--- src/rtl/reaction_pkg.sv ---
// Shared types and constants for the reaction-timer game sequencer.
// Includes the state encoding, countdown control codes and delay clamp.
package reaction_pkg;

  typedef enum logic [2:0] {
    IDLE,
    ARM,
    WAIT,
    GO,
    DONE,
    FALSE
  } state_t;

  localparam logic       CD_LOAD  = 1'b0;
  localparam logic       CD_RUN   = 1'b1;
  localparam logic [1:0] EN_COUNT = 2'b01;
  localparam logic [1:0] EN_HOLD  = 2'b00;

  localparam logic [11:0] MIN_DELAY_DEF = 12'd500;
  localparam logic [13:0] MAX_MS_DEF    = 14'd9999;
  localparam int          GUARD_DEF     = 2;

  function automatic logic [11:0] clamp_delay(
    input logic [11:0] r,
    input logic [11:0] floor_v
  );
    return (r < floor_v) ? floor_v : r;
  endfunction

endpackage

--- src/rtl/reaction_ctrl_rise_detect.sv ---
// Registered rising-edge detector with async reset.
// The first cycle after reset is masked so a held level gives no edge.
module rise_detect (
  input  logic clk,
  input  logic rst,
  input  logic lvl,
  output logic rise
);

  logic prev_q;
  logic prev_d;
  logic arm_q;
  logic arm_d;

  always_comb begin
    prev_d = lvl;
    arm_d  = 1'b1;
  end

  always_ff @(posedge clk or posedge rst) begin
    if (rst) begin
      prev_q <= 1'b0;
      arm_q  <= 1'b0;
    end else begin
      prev_q <= prev_d;
      arm_q  <= arm_d;
    end
  end

  assign rise = lvl & ~prev_q & arm_q;

endmodule

--- src/rtl/reaction_ctrl.sv ---
// Reaction-timer game sequencer on the 1 kHz tick clock.
// Loads the countdown, measures reaction ms, tracks best time.
module reaction_ctrl
  import reaction_pkg::*;
#(
  parameter logic [11:0] MIN_DELAY = MIN_DELAY_DEF,
  parameter logic [13:0] MAX_MS    = MAX_MS_DEF,
  parameter int          GUARD     = GUARD_DEF
) (
  input  logic        clk1k,
  input  logic        rst,
  input  logic        start_btn,
  input  logic        react_btn,
  input  logic [11:0] rnd,
  input  logic        countdown_finish,
  output logic [11:0] cd_num,
  output logic        cd_start,
  output logic [1:0]  cd_en,
  output logic        led_go,
  output logic [13:0] react_ms,
  output logic [13:0] best_ms,
  output logic        result_valid,
  output logic        false_start,
  output logic        timeout
);

  state_t      state_q, state_d;
  logic [11:0] cd_num_q, cd_num_d;
  logic [13:0] react_q, react_d;
  logic [13:0] best_q, best_d;
  logic        rv_q, rv_d;
  logic        fs_q, fs_d;
  logic        to_q, to_d;
  logic [3:0]  guard_q, guard_d;
  logic [13:0] react_inc;
  logic        start_rise;
  logic        react_rise;

  rise_detect u_start (
    .clk  (clk1k),
    .rst  (rst),
    .lvl  (start_btn),
    .rise (start_rise)
  );

  rise_detect u_react (
    .clk  (clk1k),
    .rst  (rst),
    .lvl  (react_btn),
    .rise (react_rise)
  );

  assign react_inc = react_q + 14'd1;

  always_comb begin
    state_d  = state_q;
    cd_num_d = cd_num_q;
    react_d  = react_q;
    best_d   = best_q;
    rv_d     = rv_q;
    fs_d     = fs_q;
    to_d     = to_q;
    guard_d  = guard_q;
    cd_start = CD_RUN;
    cd_en    = EN_HOLD;
    led_go   = 1'b0;
    unique case (state_q)
      IDLE: begin
        cd_start = CD_LOAD;
        if (start_rise) begin
          cd_num_d = clamp_delay(rnd, MIN_DELAY);
          state_d  = ARM;
        end
      end
      ARM: begin
        cd_start = CD_LOAD;
        guard_d  = 4'(GUARD);
        state_d  = WAIT;
      end
      WAIT: begin
        cd_en = EN_COUNT;
        // a finish left high by the last round is ignored until guard expires
        if (guard_q != 4'd0) guard_d = guard_q - 4'd1;
        if (react_rise) begin
          fs_d    = 1'b1;
          state_d = FALSE;
        end else if (guard_q == 4'd0 && countdown_finish) begin
          react_d = '0;
          state_d = GO;
        end
      end
      GO: begin
        led_go = 1'b1;
        if (react_rise) begin
          rv_d    = 1'b1;
          state_d = DONE;
          if (react_q < best_q) best_d = react_q;
        end else if (react_inc >= MAX_MS) begin
          react_d = MAX_MS;
          to_d    = 1'b1;
          state_d = DONE;
        end else begin
          react_d = react_inc;
        end
      end
      DONE: begin
        if (start_rise) begin
          rv_d     = 1'b0;
          to_d     = 1'b0;
          cd_num_d = clamp_delay(rnd, MIN_DELAY);
          state_d  = ARM;
        end
      end
      FALSE: begin
        if (start_rise) begin
          fs_d     = 1'b0;
          cd_num_d = clamp_delay(rnd, MIN_DELAY);
          state_d  = ARM;
        end
      end
      default: state_d = IDLE;
    endcase
  end

  always_ff @(posedge clk1k or posedge rst) begin
    if (rst) begin
      state_q  <= IDLE;
      cd_num_q <= MIN_DELAY;
      react_q  <= '0;
      best_q   <= MAX_MS;
      rv_q     <= 1'b0;
      fs_q     <= 1'b0;
      to_q     <= 1'b0;
      guard_q  <= '0;
    end else begin
      state_q  <= state_d;
      cd_num_q <= cd_num_d;
      react_q  <= react_d;
      best_q   <= best_d;
      rv_q     <= rv_d;
      fs_q     <= fs_d;
      to_q     <= to_d;
      guard_q  <= guard_d;
    end
  end

  assign cd_num       = cd_num_q;
  assign react_ms     = react_q;
  assign best_ms      = best_q;
  assign result_valid = rv_q;
  assign false_start  = fs_q;
  assign timeout      = to_q;

endmodule

--- config.mk ---
export PLATFORM = sky130hd
export DESIGN_NAME = reaction_ctrl
export DESIGN_NICKNAME = d
export VERILOG_FILES = /design/src/rtl/reaction_pkg.sv /design/src/rtl/reaction_ctrl_rise_detect.sv /design/src/rtl/reaction_ctrl.sv
export SDC_FILE = /design/constraint.sdc
export NUM_CORES = 1
export LEC_CHECK = 0
export BUFFER_PORTS_ARGS = -buffer_cell sky130_fd_sc_hd__clkbuf_2
export CORE_MARGIN = 5
export CORE_UTILIZATION = 61
export CTS_BUF_LIST = sky130_fd_sc_hd__clkbuf_8
export CTS_CLUSTER_SIZE = 28
export DETAILED_ROUTE_END_ITERATION = 10
export GPL_ROUTABILITY_DRIVEN = 0
export MAX_ROUTING_LAYER = met4
export PLACE_DENSITY = 0.88
export SLEW_MARGIN = 40
export SYNTH_ARGS = -nofsm -noshare
export SYNTH_HDL_FRONTEND = slang
export SYNTH_HIERARCHICAL = 1
export SYNTH_SLANG_ARGS = --single-unit
--- constraint.sdc ---
create_clock -name clk1k -period 5.05 [get_ports clk1k]
set_clock_uncertainty 0.05 [all_clocks]
set_input_delay 0.505 -clock clk1k [delete_from_list [all_inputs] [get_ports clk1k]]
set_output_delay 0.505 -clock clk1k [all_outputs]
set_load 0.01 [all_outputs]
==> metrics.txt, run 1 <==
antenna violations before repair=0; fillers=381; post-detailed-route via-to-cell ratio=5.83; WL per Instance=15.5 um; maximum vdd ir drop=280 uV; pin count of the biggest net entering global routing=51; hold buffers post-CTS=0; Die Height=81.1 um; Least-Margin Pin Slew=0.721 ns; synth warn=6; final WL=6730 um; Synth area leaders=dfrtp_1, dfstp_2, ha_1, mux2_2, o21ai_0; most frequent cells in the layout=clkbuf_2, dfrtp_1, nand2_1, inv_1, o21ai_0; CP arrival=3.20 ns; RSZ-0062 raised after global routing=false; leading cell type in the layout, fill and taps excluded=clkbuf_2; status=finished, final reports clean; Synth Register Bits=54; clock slew seen by the registers of the worst setup and hold paths=0.10 ns; total of max-cap violations=0; Site Rows=25; initial DRC count=221; Yosys top cell by area=dfrtp_1; post_cts resized=0; Crit path required time=5.20 ns; period utilization=0.603; Post-CTS Setup Bufs=0; Final HPWL DP=4940 um; Num CTS Buffers=5; Num Clock Sinks=54; EDFF count, synth=0; H-tree levels=2; Slew Viols, Final=0; GRT Util Overall=0.229; Post-Syn Area=0.00308 mm^2; layout cells sized above 1=0.296; share of Yosys cell area claimed by the top area cell type=0.325; Leak=1.65 nW; hold crit path type=input port to async pin; Initial Util=0.640; GRT overflow=0; drt first pass iters=4; sequential share of the synthesized area=0.444; maximum clock insertion buffer count=2; crit end category=flop; Worst-Skew Late Latency=0.31 ns; crit path max fanout=14; PortBufs=62; area of the die=0.00658 mm^2; Post-Syn Nets=346; Max Clk Rate=328 MHz; ys flop type=dfrtp_1; relative max-transition margin=0.519; Core Region=0.00482 mm^2; die outline width=81.1 um; final net count=400; CP Launch Type=flop; Tmin final=3.05 ns; Synth Area per Inst=9.85 um^2; Power Density=516 mW/mm^2; routed via count=2536; distinct cell type count after synthesis=60; Antenna Cells=0; CTS tree=done; first-pass GRT wire length=11400 um; final hold vios=0; root buf cell=clkbuf_8; number of global-route vias before repair=2500; post-synthesis cell count=313; Setup TNS Final=0 ns; Async SR Flop Fraction=1.00; IO Count=64; Final ANT Viol Nets=0; area grow syn2layout=15.3%; # DRC=0; final core occ=0.738; Setup-failing EPs final=0; kind of critical path=flop to flop
## power breakdown
group / total (mW) / internal, mW / switching [mW]
registers: 0.785 / 0.600 / 0.186
clock network: 0.350 / 0.211 / 0.139
logic: 0.700 / 0.318 / 0.383
## registers in the layout, indices dropped and copies added (netlist names)
name / cells
best_ms: 14
react_ms: 14
cd_num: 12
guard_q: 4
state_q: 3
false_start: 1
result_valid: 1
timeout: 1
u_react/arm_q: 1
u_react/prev_q: 1
u_start/arm_q: 1
u_start/prev_q: 1
## layout make-up
type / instances / area (um^2) / area share
Sequential cell: 54 / 1370 / 0.385
Timing Repair Buffer: 63 / 318 / 0.0894
Multi-Input combinational cell: 218 / 1550 / 0.435
Clock buffer: 6 / 82.6 / 0.0232
Inverter: 25 / 96.3 / 0.0271
Tap cell: 67 / 83.8 / 0.0236
Clock inverter: 2 / 60.1 / 0.0169
## path summary, 6_finish.rpt
kind                                    startpoint                        to  slack [ns]  cells after the start
max in group asynchronous                      rst    state_q[0]$_DFFE_PP0P_        4.31                      2
hold / removal                                 rst   u_start/arm_q$_DFF_PP0_        0.02                      2
setup / recovery           react_ms[6]$_DFFE_PP0P_   best_ms[11]$_DFFE_PP0P_        2.00                      7
setup reg to reg           react_ms[6]$_DFFE_PP0P_   best_ms[11]$_DFFE_PP0P_        2.00                      7
hold reg to reg              cd_num[9]$_DFFE_PP0P_     cd_num[9]$_DFFE_PP0P_        0.44                      2
min in group clk1k                       react_btn  u_react/prev_q$_DFF_PP0_        0.27                      1
## cells by family (layout without fill, tap and decap cells)
family          count (synthesis)  count (layout)  share of synthesized area
flops                          54              54                      0.444
buf+inv                        41              96                     0.0548
fa+ha+maj                      16              16                     0.0649
other cells                     3               3                    0.00365
simple gates                  102             102                      0.179
compound gates                 75              75                      0.178
mux                            17              17                     0.0613
xor+xnor                        5               5                     0.0142
## cell usage after synthesis, types with 3 or more instances
| master | number |
|---|---|
| a21boi_0 | 3 |
| a21o_1 | 7 |
| a21oi_1 | 9 |
| a22o_1 | 3 |
| a31oi_1 | 3 |
| buf_2 | 3 |
| clkbuf_1 | 10 |
| conb_1 | 3 |
| dfrtp_1 | 40 |
| dfstp_2 | 14 |
| ha_1 | 16 |
| inv_1 | 25 |
| mux2_2 | 11 |
| mux2i_1 | 5 |
| nand2_1 | 25 |
| nand2b_1 | 7 |
| nand3_1 | 8 |
| nand4_1 | 9 |
| nor2_1 | 21 |
| nor2b_1 | 3 |
| nor3_1 | 4 |
| o21ai_0 | 23 |
| o22a_1 | 5 |
| o311ai_1 | 4 |
| o31a_1 | 3 |
| or2_2 | 3 |
| or3_1 | 3 |
| xnor2_1 | 4 |
## stage by stage
stage,total power [mW],cells,cell area [um^2],hold WS (ns),setup WS (ns)
floorplan,1.24,313,3080,0.196,2.42
global placement,1.46,427,3410,0.320,2.18
detailed placement,1.49,427,3410,0.344,2.01
CTS,1.85,435,3560,0.00807,2.01
global route,1.98,435,3560,0.0113,1.75
finish,1.84,435,3560,0.0162,2.00
## layer usage
layer	share of wire	GRT usage
met5	0	-
met4	0.018	0.0709
met3	0.067	0.0477
met2	0.48	0.366
met1	0.43	0.292
## worst max-delay path, stage by stage, from the launching register on
cell and delay (ns):
dfrtp_1 0.51, ha_1 0.36, a21o_1 0.19, a21o_1 0.16, a2111oi_0 0.42, o31a_1 0.21
o311a_1 0.62, mux2_2 0.41
Power figures use the tool's default switching activity.
==> inputs of run 2 (changes only) <==
- CORE_UTILIZATION: 61 -> 51
- PLACE_DENSITY: 0.88 -> 0.78
- clock period: 5.05 -> 2.64 ns (I/O delays scaled with it)
==> run 2 against run 1 <==
Global-route usage shrank 3.0 points; utilization shrank 10 points; critical endpoint is now best_ms[12]$_DFFE_PP0P_; die area grew 17%; highest routed layer unchanged.
==> metrics.txt, run 2 (same netlist as run 1, synthesis figures left out) <==
CP Launch Type=flop; GRT Util Overall=0.199 (-0.0295); maximum clock insertion buffer count=2 (unchanged); final net count=425 (+6.3%); r2r setup slk=0.10 ns (-1.90 ns); drt first pass iters=4 (unchanged); Max Clk Rate=394 MHz (+20%); crit path max fanout=14 (unchanged); final hold vios=0 (unchanged); antenna violations before repair=0 (unchanged); hold depth=1; area of the die=0.00770 mm^2 (+17%); period utilization=0.961 (+0.358); # DRC=0 (unchanged); pin count of the biggest net entering global routing=28 (-45%); Crit path required time=2.79 ns (-2.41 ns); kind of critical path=flop to flop; most frequent cells in the layout=clkbuf_2, dfrtp_1, inv_1, nand2_1; total of max-cap violations=0 (unchanged); die outline width=87.8 um (+8.2%); area grow syn2layout=21.5%; WL per Instance=15.1 um (-2.7%); Setup-failing EPs final=0 (unchanged); Num Clock Sinks=54 (unchanged); CTS tree=done; routed via count=2607 (+2.8%); H-tree levels=2 (unchanged); Least-Margin Pin Slew=0.649 ns (-0.0716 ns); Initial Util=0.524 (-0.116); PortBufs=62 (unchanged); first-pass GRT wire length=12100 um (+5.6%); Final ANT Viol Nets=0 (unchanged); area post-placement=0.00361 mm^2 (+5.8%); Setup TNS Final=0 ns (unchanged); GRT overflow=0 (unchanged); status=finished, final reports clean; number of global-route vias before repair=2661 (+6.4%); Core Region=0.00589 mm^2 (+22%); Num CTS Buffers=5 (unchanged); post-detailed-route via-to-cell ratio=5.57 (-4.4%); hold crit path type=input port to flop; Hold EP=u_react/prev_q$_DFF_PP0_; crit end category=flop; Slew Viols, Final=0 (unchanged); leading cell type in the layout, fill and taps excluded=clkbuf_2; CP arrival=2.68 ns (-0.52 ns); IO Count=64 (unchanged); final non-filler cell area=0.00375 mm^2 (+5.4%); Fin Hold WS=0.0277 ns (+0.0115 ns); relative max-transition margin=0.566 (+0.0468); Worst-Skew Late Latency=0.31 ns (about the same); Leak=1.78 nW (+7.3%); maximum vdd ir drop=510 uV (+82%); Die Height=87.8 um (+8.2%); Final HPWL DP=5390 um (+9.1%); worst r2r src=react_ms[6]$_DFFE_PP0P_; clock slew seen by the registers of the worst setup and hold paths=0.09 ns (about the same); R2R cell count=8 (+1); RSZ-0062 raised after global routing=false; Tmin final=2.54 ns (-0.509 ns); reg-to-reg endpoint=best_ms[12]$_DFFE_PP0P_; layout cells sized above 1=0.341 (+0.0448); final WL=7040 um (+4.7%); initial DRC count=101 (-54%); Site Rows=28 (+12%); hold path startpoint=react_btn; root buf cell=clkbuf_8; Power Density=931 mW/mm^2 (+80%); Antenna Cells=0 (unchanged)
-- run 2: timing repair --
item,CTS,global route
endpoints found under the setup margin,0,19
hold buffers,1,0
buffers inserted,0,2
resized for setup,0,4
endpoints found under the hold margin,25,0
-- run 2: cell type report --
class	instances	area, um^2
Tap cell	75	93.8
Fill cell	514	2140
Inverter	25	93.8
Sequential cell	54	1370
Clock inverter	2	8.76
Clock buffer	6	82.6
Multi-Input combinational cell	218	1570
Timing Repair Buffer	88	533
-- run 2: per-stage QoR --
stage               utilization  std cells  power [mW]  setup WS, ns
floorplan                     -        313        2.36       0.00757
global placement          0.614        457        2.94         0.168
detailed placement        0.614        457        3.00         0.101
CTS                       0.631        466        3.48        0.0767
global route              0.637        468        3.78       0.00878
finish                    0.637        468        3.49         0.102
-- run 2: worst max path at each step --
stage	from	end	slack, ns	cells past startpoint
after floorplan	react_ms[3]$_DFFE_PP0P_	react_ms[0]$_DFFE_PP0P_	0.008	9
after global placement	react_ms[6]$_DFFE_PP0P_	best_ms[5]$_DFFE_PP0P_	0.17	8
after detailed placement	react_ms[6]$_DFFE_PP0P_	best_ms[12]$_DFFE_PP0P_	0.10	8
after CTS	react_ms[0]$_DFFE_PP0P_	react_ms[12]$_DFFE_PP0P_	0.08	8
after global routing	react_ms[6]$_DFFE_PP0P_	best_ms[11]$_DFFE_PP0P_	0.009	8
final	react_ms[6]$_DFFE_PP0P_	best_ms[12]$_DFFE_PP0P_	0.10	8
-- run 2: report_power, final --
| part | switching, mW | internal (mW) |
|---|---|---|
| clock network | 0.266 | 0.209 |
| logic | 0.904 | 0.740 |
| registers | 0.219 | 1.15 |
-- run 2: worst max-delay path, stage by stage, from the launching register on --
cell	delay, ns
dfrtp_1	0.44
ha_1	0.32
a21o_1	0.18
a21o_1	0.20
a2111oi_4	0.33
o31a_1	0.19
o311a_1	0.22
buf_12	0.16
mux2_2	0.34
-- run 2: metal layers --
metal / up-vias / part of all wire / global-route usage
li1: 1274 / - / -
met1: 1261 / 0.44 / 0.248
met2: 65 / 0.50 / 0.346
met3: 7 / 0.049 / 0.0339
met4: 0 / 0.0068 / 0.0307
met5: - / 0 / -
